`config.mk`:
```
export PLATFORM = sky130hd
export DESIGN_NAME = iir_decim
export DESIGN_NICKNAME = d
export VERILOG_FILES = /design/src/rtl/iir_pkg.sv /design/src/rtl/iir_fifo.sv /design/src/rtl/iir_decim.sv
export SDC_FILE = /design/constraint.sdc
export NUM_CORES = 1
export LEC_CHECK = 0
export CAP_MARGIN = 15
export CORE_ASPECT_RATIO = 2
export CORE_MARGIN = 3
export CORE_UTILIZATION = 25
export CTS_CLUSTER_DIAMETER = 50
export CTS_CLUSTER_SIZE = 28
export DETAILED_ROUTE_END_ITERATION = 12
export GPL_TIMING_DRIVEN = 0
export PLACE_DENSITY = 0.47
export SLEW_MARGIN = 25
export SYNTH_ARGS = -nofsm -noshare
export SYNTH_HDL_FRONTEND = slang
export SYNTH_SLANG_ARGS = --single-unit
```
`constraint.sdc`:
```
create_clock -name clk -period 3.85 [get_ports clk]
set_input_delay 0.9625 -clock clk [delete_from_list [all_inputs] [get_ports clk]]
set_output_delay 0.9625 -clock clk [all_outputs]
set_load 0.01 [all_outputs]
```
`src/rtl/iir_pkg.sv`:
```
`default_nettype none
// ============================================================================
// Module      : iir_pkg
// Description : Shared constants for the IIR filter chain. Holds the sample
//               width of the upstream filter output and the default
//               decimation ratio and output FIFO depth.
// Ports       : none (package)
// Revision    : 1.0 - initial release
// ============================================================================
package iir_pkg;

    localparam int Y_W           = 12;  // filter output sample width
    localparam int DECIM_DEFAULT = 4;   // default decimation ratio
    localparam int DEPTH_DEFAULT = 8;   // default output FIFO depth

    // True when v is a power of two inside [lo, hi]; used for parameter checks.
    function automatic bit pow2_in_range(input int v, input int lo, input int hi);
        return (v >= lo) && (v <= hi) && ((v & (v - 1)) == 0);
    endfunction

endpackage
`default_nettype wire

```
`src/rtl/iir_fifo.sv`:
```
`default_nettype none
// ============================================================================
// Module      : iir_fifo
// Description : First-word-fall-through FIFO. The head entry is presented on
//               pop_data whenever the FIFO is non-empty. A push into a full
//               FIFO is accepted only when a pop happens on the same edge.
// Ports       : clk, rst       - clock, asynchronous active-high reset
//               push/push_data - write request and data
//               pop            - read request (ignored while empty)
//               pop_data       - head entry (0 while empty)
//               full, empty    - occupancy flags
//               level          - occupancy 0..DEPTH
// Revision    : 1.0 - initial release
// ============================================================================
module iir_fifo #(
    parameter int W     = 12,
    parameter int DEPTH = 8
) (
    input  logic                         clk,
    input  logic                         rst,
    input  logic                         push,
    input  logic [W-1:0]                 push_data,
    input  logic                         pop,
    output logic [W-1:0]                 pop_data,
    output logic                         full,
    output logic                         empty,
    output logic [$clog2(DEPTH+1)-1:0]   level
);

    localparam int c_PTR_W = $clog2(DEPTH);
    localparam int c_LVL_W = $clog2(DEPTH + 1);

    logic [W-1:0]       r_mem [DEPTH];
    logic [c_PTR_W-1:0] r_wr_ptr;
    logic [c_PTR_W-1:0] r_rd_ptr;
    logic [c_LVL_W-1:0] r_level;

    logic w_rd;
    logic w_wr;

    assign empty = (r_level == '0);
    assign full  = (r_level == c_LVL_W'(DEPTH));
    assign level = r_level;

    // A pop on the same edge frees the slot a full-FIFO push needs.
    assign w_rd = pop && !empty;
    assign w_wr = push && (!full || w_rd);

    assign pop_data = empty ? '0 : r_mem[r_rd_ptr];

    always_ff @(posedge clk) begin
        if (w_wr) begin
            r_mem[r_wr_ptr] <= push_data;
        end
    end

    // Pointers wrap naturally because DEPTH is a power of two.
    always_ff @(posedge clk or posedge rst) begin
        if (rst) begin
            r_wr_ptr <= '0;
            r_rd_ptr <= '0;
            r_level  <= '0;
        end else begin
            if (w_wr) begin
                r_wr_ptr <= r_wr_ptr + 1'b1;
            end
            if (w_rd) begin
                r_rd_ptr <= r_rd_ptr + 1'b1;
            end
            case ({w_wr, w_rd})
                2'b10:   r_level <= r_level + 1'b1;
                2'b01:   r_level <= r_level - 1'b1;
                default: r_level <= r_level;
            endcase
        end
    end

endmodule
`default_nettype wire

```
`src/rtl/iir_decim.sv`:
```
`default_nettype none
// ============================================================================
// Module      : iir_decim
// Description : Averaging decimator behind the IIR stage. Sums DECIM accepted
//               samples, emits sum >> log2(DECIM) into an output FWFT FIFO
//               and flags dropped results with a sticky overflow bit.
// Ports       : clk, rst            - clock, asynchronous active-high reset
//               en, y_in            - input sample strobe and data
//               ovf_clr             - clears the sticky overflow flag
//               out_data, out_valid - FIFO head and its valid flag
//               out_ready           - consumer accept
//               level               - FIFO occupancy
//               ovf                 - sticky result-dropped flag
// Revision    : 1.0 - initial release
// ============================================================================
module iir_decim
    import iir_pkg::*;
#(
    parameter int DECIM = DECIM_DEFAULT,
    parameter int DEPTH = DEPTH_DEFAULT
) (
    input  logic                         clk,
    input  logic                         rst,
    input  logic                         en,
    input  logic [Y_W-1:0]               y_in,
    input  logic                         ovf_clr,
    output logic [Y_W-1:0]               out_data,
    output logic                         out_valid,
    input  logic                         out_ready,
    output logic [$clog2(DEPTH+1)-1:0]   level,
    output logic                         ovf
);

    localparam int c_SHIFT = $clog2(DECIM);
    localparam int c_ACC_W = Y_W + c_SHIFT;

    logic [1:0]         r_sync;
    logic [c_ACC_W-1:0] r_acc;
    logic [c_SHIFT-1:0] r_phase;

    logic               w_take;
    logic               w_last;
    logic [c_ACC_W-1:0] w_sum;
    logic [Y_W-1:0]     w_result;
    logic               w_push;
    logic               w_full;
    logic               w_empty;
    logic               w_drop;

    // Reset release passes through two flops before sampling is enabled.
    always_ff @(posedge clk or posedge rst) begin
        if (rst) begin
            r_sync <= 2'b00;
        end else begin
            r_sync <= {r_sync[0], 1'b1};
        end
    end

    assign w_take   = en && r_sync[1];
    assign w_last   = (r_phase == c_SHIFT'(DECIM - 1));
    // The accumulator is wide enough that DECIM full-scale samples never wrap.
    assign w_sum    = r_acc + c_ACC_W'(y_in);
    assign w_result = w_sum[c_ACC_W-1:c_SHIFT];
    assign w_push   = w_take && w_last;
    assign w_drop   = w_push && w_full && !(out_ready && !w_empty);

    always_ff @(posedge clk or posedge rst) begin
        if (rst) begin
            r_acc   <= '0;
            r_phase <= '0;
        end else if (w_take) begin
            r_phase <= r_phase + 1'b1;
            r_acc   <= w_last ? '0 : w_sum;
        end
    end

    // A drop on the same edge as a clear leaves the flag set.
    always_ff @(posedge clk or posedge rst) begin
        if (rst) begin
            ovf <= 1'b0;
        end else if (w_drop) begin
            ovf <= 1'b1;
        end else if (ovf_clr) begin
            ovf <= 1'b0;
        end
    end

    iir_fifo #(
        .W     (Y_W),
        .DEPTH (DEPTH)
    ) u_fifo (
        .clk       (clk),
        .rst       (rst),
        .push      (w_push),
        .push_data (w_result),
        .pop       (out_ready),
        .pop_data  (out_data),
        .full      (w_full),
        .empty     (w_empty),
        .level     (level)
    );

    assign out_valid = !w_empty;

endmodule
`default_nettype wire

```
==> results by group <==
Status
  – Status: finished clean

Setup path
  – CP Max Fanout: 10
  – Critical Path AT: 2.66 ns
  – Max stage delay on crit path: 0.53 ns
  – CP top delay family: buffers and inverters
  – Worst R2R Path Depth: 7
  – Worst reg2reg path startpoint: r_phase[0]$_DFFE_PP0P_
  – Worst setup SP type: flop
  – Reg-to-reg endpoint: u_fifo.r_mem[1][8]$_DFFE_PP_
  – Worst EP required: 2.89 ns
  – Crit-path cells: buf_2 -> buf_4 -> mux4_2 -> mux2i_1 -> nor2_1 -> clkdlybuf4s50_1
  – WP buf/inv: 3
  – Setup crit end kind: output pin
  – Worst R2R Setup Slack: 1.07 ns
  – CP Launch Point: u_fifo.r_rd_ptr[0]$_DFFE_PP0P_
  – Setup CP Type: flop to output pin
  – Crit-path slowest cell: mux4_2

Pwr
  – Total power: 5.735 mW
  – Leakage power: 2.456 nW
  – Pwr dens: 834.8 nW/um2
  – Max rail drop VDD: 310.1 uV

Placed design
  – Placed cells: 660
  – RD Place Congestion: 0.8201
  – IO Port Bufs: 34
  – Dpl cell area: 6301 um2
  – Post-DP HPWL: 9239 um

STA
  – Fmax: 275.7 MHz
  – Hold Vio Cnt, Final: 0
  – Worst-Margin Slew: 0.9268 ns
  – Fin crit period: 3.627 ns
  – Period utilization: 94.20%
  – RSZ-0062 raised after global routing: no
  – Slew Limit Headroom: 38.15%
  – Final slew viol count: 0
  – Final Setup Violations: 0
  – Skew final: 0.007920 ns
  – Total negative slack: 0 ns

Yosys
  – Post-synthesis sequential area ratio: 65.07%
  – Top cell type by total area after synthesis: edfxtp_1
  – Mux cell area share after synthesis: 12.73%
  – Warnings, synthesis: 0
  – Synth Area in Compound Gates: 6.543%
  – Flop and latch count out of synthesis: 125
  – Post-synthesis cell area: 5545 um2
  – Mapped Cells: 348
  – Xor-xnor portion of the synthesized cell area: 3.159%
  – Adder-cell share of the synthesized area: 3.971%
  – Top FF cell, synth: edfxtp_1
  – Top cells by area, synth: edfxtp_1 52%, dfrtp_1 13%, mux4_2 9.7%
  – Yosys top cell area share: 51.99%
  – Simple-gate share of the synthesized area: 6.724%
  – Async SR Flop Fraction: 23.20%
  – Synth Net Count: 382
  – Synth cell types: 53
  – Largest family of logic cells by synthesized area: multiplexers
  – Syn_area_per_cell: 15.93 um2
  – Post-synth EDFFs: 96

Layout
  – NumNets Final: 440
  – Number of inserted diodes: 0
  – Share of cells above drive strength 1: 20.05%
  – Finished Layout Cells: 692
  – Design area: 6870 um2
  – Most frequent cells in the layout: 96 x edfxtp_1, 34 x clkdlybuf4s50_1, 29 x dfrtp_1
  – Commonest non-fill, non-tap cell in the layout: edfxtp_1
  – Area grow syn2layout: 23.89%

Detailed routing
  – Vias per cell: 4.458
  – WL met3: 310 um
  – Metal-1 WL: 4471 um
  – Initial detailed-routing violation count: 155
  – DR top layer: met4
  – Drt drc: 0
  – Via count: 3085
  – Pre-antenna DRT Iters: 5
  – Met2 Wirelength: 7584 um
  – Post-Route WL: 12730 um
  – Post-DRT Antenna Nets: 0
  – Routed length per instance: 18.39 um

Clock tree
  – Clock buffer depth: 2
  – Num CTS Buffers: 17
  – Worst skew pair latency: 0.42 ns
  – Reg clk slew, reported paths: 0.05 ns
  – CTS root buf: clkbuf_16
  – CTS tree: yes
  – CTS Sinks: 125
  – CTS H-tree depth: 4

Floorplan
  – Die ar.: 24110 um2
  – Floorplan die height: 216.6 um
  – Die Wd: 111.3 um
  – Starting density of the core: 25.58%
  – IO Count: 35
  – # rows: 76
  – Core area: 21680 um2

GRT
  – Global-route wire length before repair: 20150 um
  – Vias in the first global route: 3534
  – Pin count of the biggest net entering global routing: 30
  – Initial antenna violation count: 0
  – Total GRT Usage: 11.40%
  – Global route overflow: 0

Min path
  – Hold path start: r_sync[0]$_DFF_PP0_
  – Hold depth: 0
  – HP Class: flop to flop
  – Hold Crit Endpoint: r_sync[1]$_DFF_PP0_

Run
  – Max-Cap Viols: 0
## Yosys cell counts (all sizes together) (2+ instances only)
cell	count
dfrtp	29
a41o	5
a22o	5
edfxtp	96
nand2	15
inv	10
and2	7
a21o	3
o21ai	6
o31ai	2
clkbuf	6
ha	16
nor4	2
xor2	5
nor3	6
a21oi	9
nor2	29
mux2i	12
nand2b	5
mux4	24
mux2	4
nor2b	3
buf	8
xnor2	15
nand3	6
## worst register-to-register path, stage by stage (launching register included)
cell and delay (ns):
dfrtp_1 0.36, ha_1 0.28, nand3_1 0.24, nor2b_1 0.17, clkbuf_1 0.31, nand2_1 0.24, nor3_2 0.58, buf_4 0.30
## where the power goes
| group | total, mW | internal [mW] | switching, mW |
|---|---|---|---|
| combinational | 2.17 | 0.958 | 1.21 |
| clock | 1.50 | 0.934 | 0.569 |
| sequential | 2.07 | 1.95 | 0.118 |
| total | 5.74 | 3.84 | 1.89 |
## how the worst max path moves through the flow
stage | end | cells past startpoint
finish | out_data[2] | 6
global placement | u_fifo.r_mem[0][6]$_DFFE_PP_ | 6
CTS | out_data[3] | 5
floorplan | u_fifo.r_mem[0][0]$_DFFE_PP_ | 5
detailed placement | u_fifo.r_mem[1][6]$_DFFE_PP_ | 7
global route | out_data[3] | 6
## metrics by stage
step,utilization (%),hold WS [ns],setup slack [ns]
6_report,31.69,0.3461,0.2234
5_1_grt,31.69,0.3532,0.01374
4_1_cts,31.69,0.3476,0.02387
3_5_place_dp,29.06,0.3347,-0.1168
3_3_place_gp,28.72,0.3355,-1.053
2_1_floorplan,-,0.3312,0.9722
## routing by layer
layer | vias to the layer above | GRT usage [%]
li1 | 1451 | -
met1 | 1564 | 11.01
met2 | 49 | 22.15
met3 | 21 | 2.571
met4 | 0 | 5.684
met5 | - | 0
## flip-flops by register name, indices dropped and copies added, names as in the netlist
register and cells:
r_phase 2, ovf 1, u_fifo.level 4, u_fifo.r_mem 96
u_fifo.r_rd_ptr 3, r_sync 2, r_acc 14, u_fifo.r_wr_ptr 3
## layout make-up
class / count / area [um2]
fill: 2178 / 14810
sequential: 125 / 3608
multi-input combinational: 199 / 1866
clock buffer: 17 / 425.4
timing repair buffer: 39 / 389.1
tap: 273 / 341.6
clock inverter: 15 / 130.1
buffer: 14 / 72.57
inverter: 10 / 37.54
## logic make-up (layout without fill, tap and decap cells)
| family | Yosys count | after routing |
|---|---|---|
| DFF | 125 | 125 |
| xor gates and xnor gates | 20 | 20 |
| adders and majority gates | 17 | 17 |
| muxes | 40 | 40 |
| other | 1 | 1 |
| buffers and inverters | 24 | 95 |
| and+or+nand+nor | 77 | 77 |
| AOI/OAI and AO/OA | 44 | 44 |
## timing repair
action | CTS | global route
hold buffers | 0 | 0
endpoints found under the hold margin | 0 | 0
pin swaps | 0 | 0
setup endpoints to repair | 12 | 3
resized for setup | 8 | 3
setup buffers | 0 | 0
No activity file was read; power rests on OpenSTA's default activity.
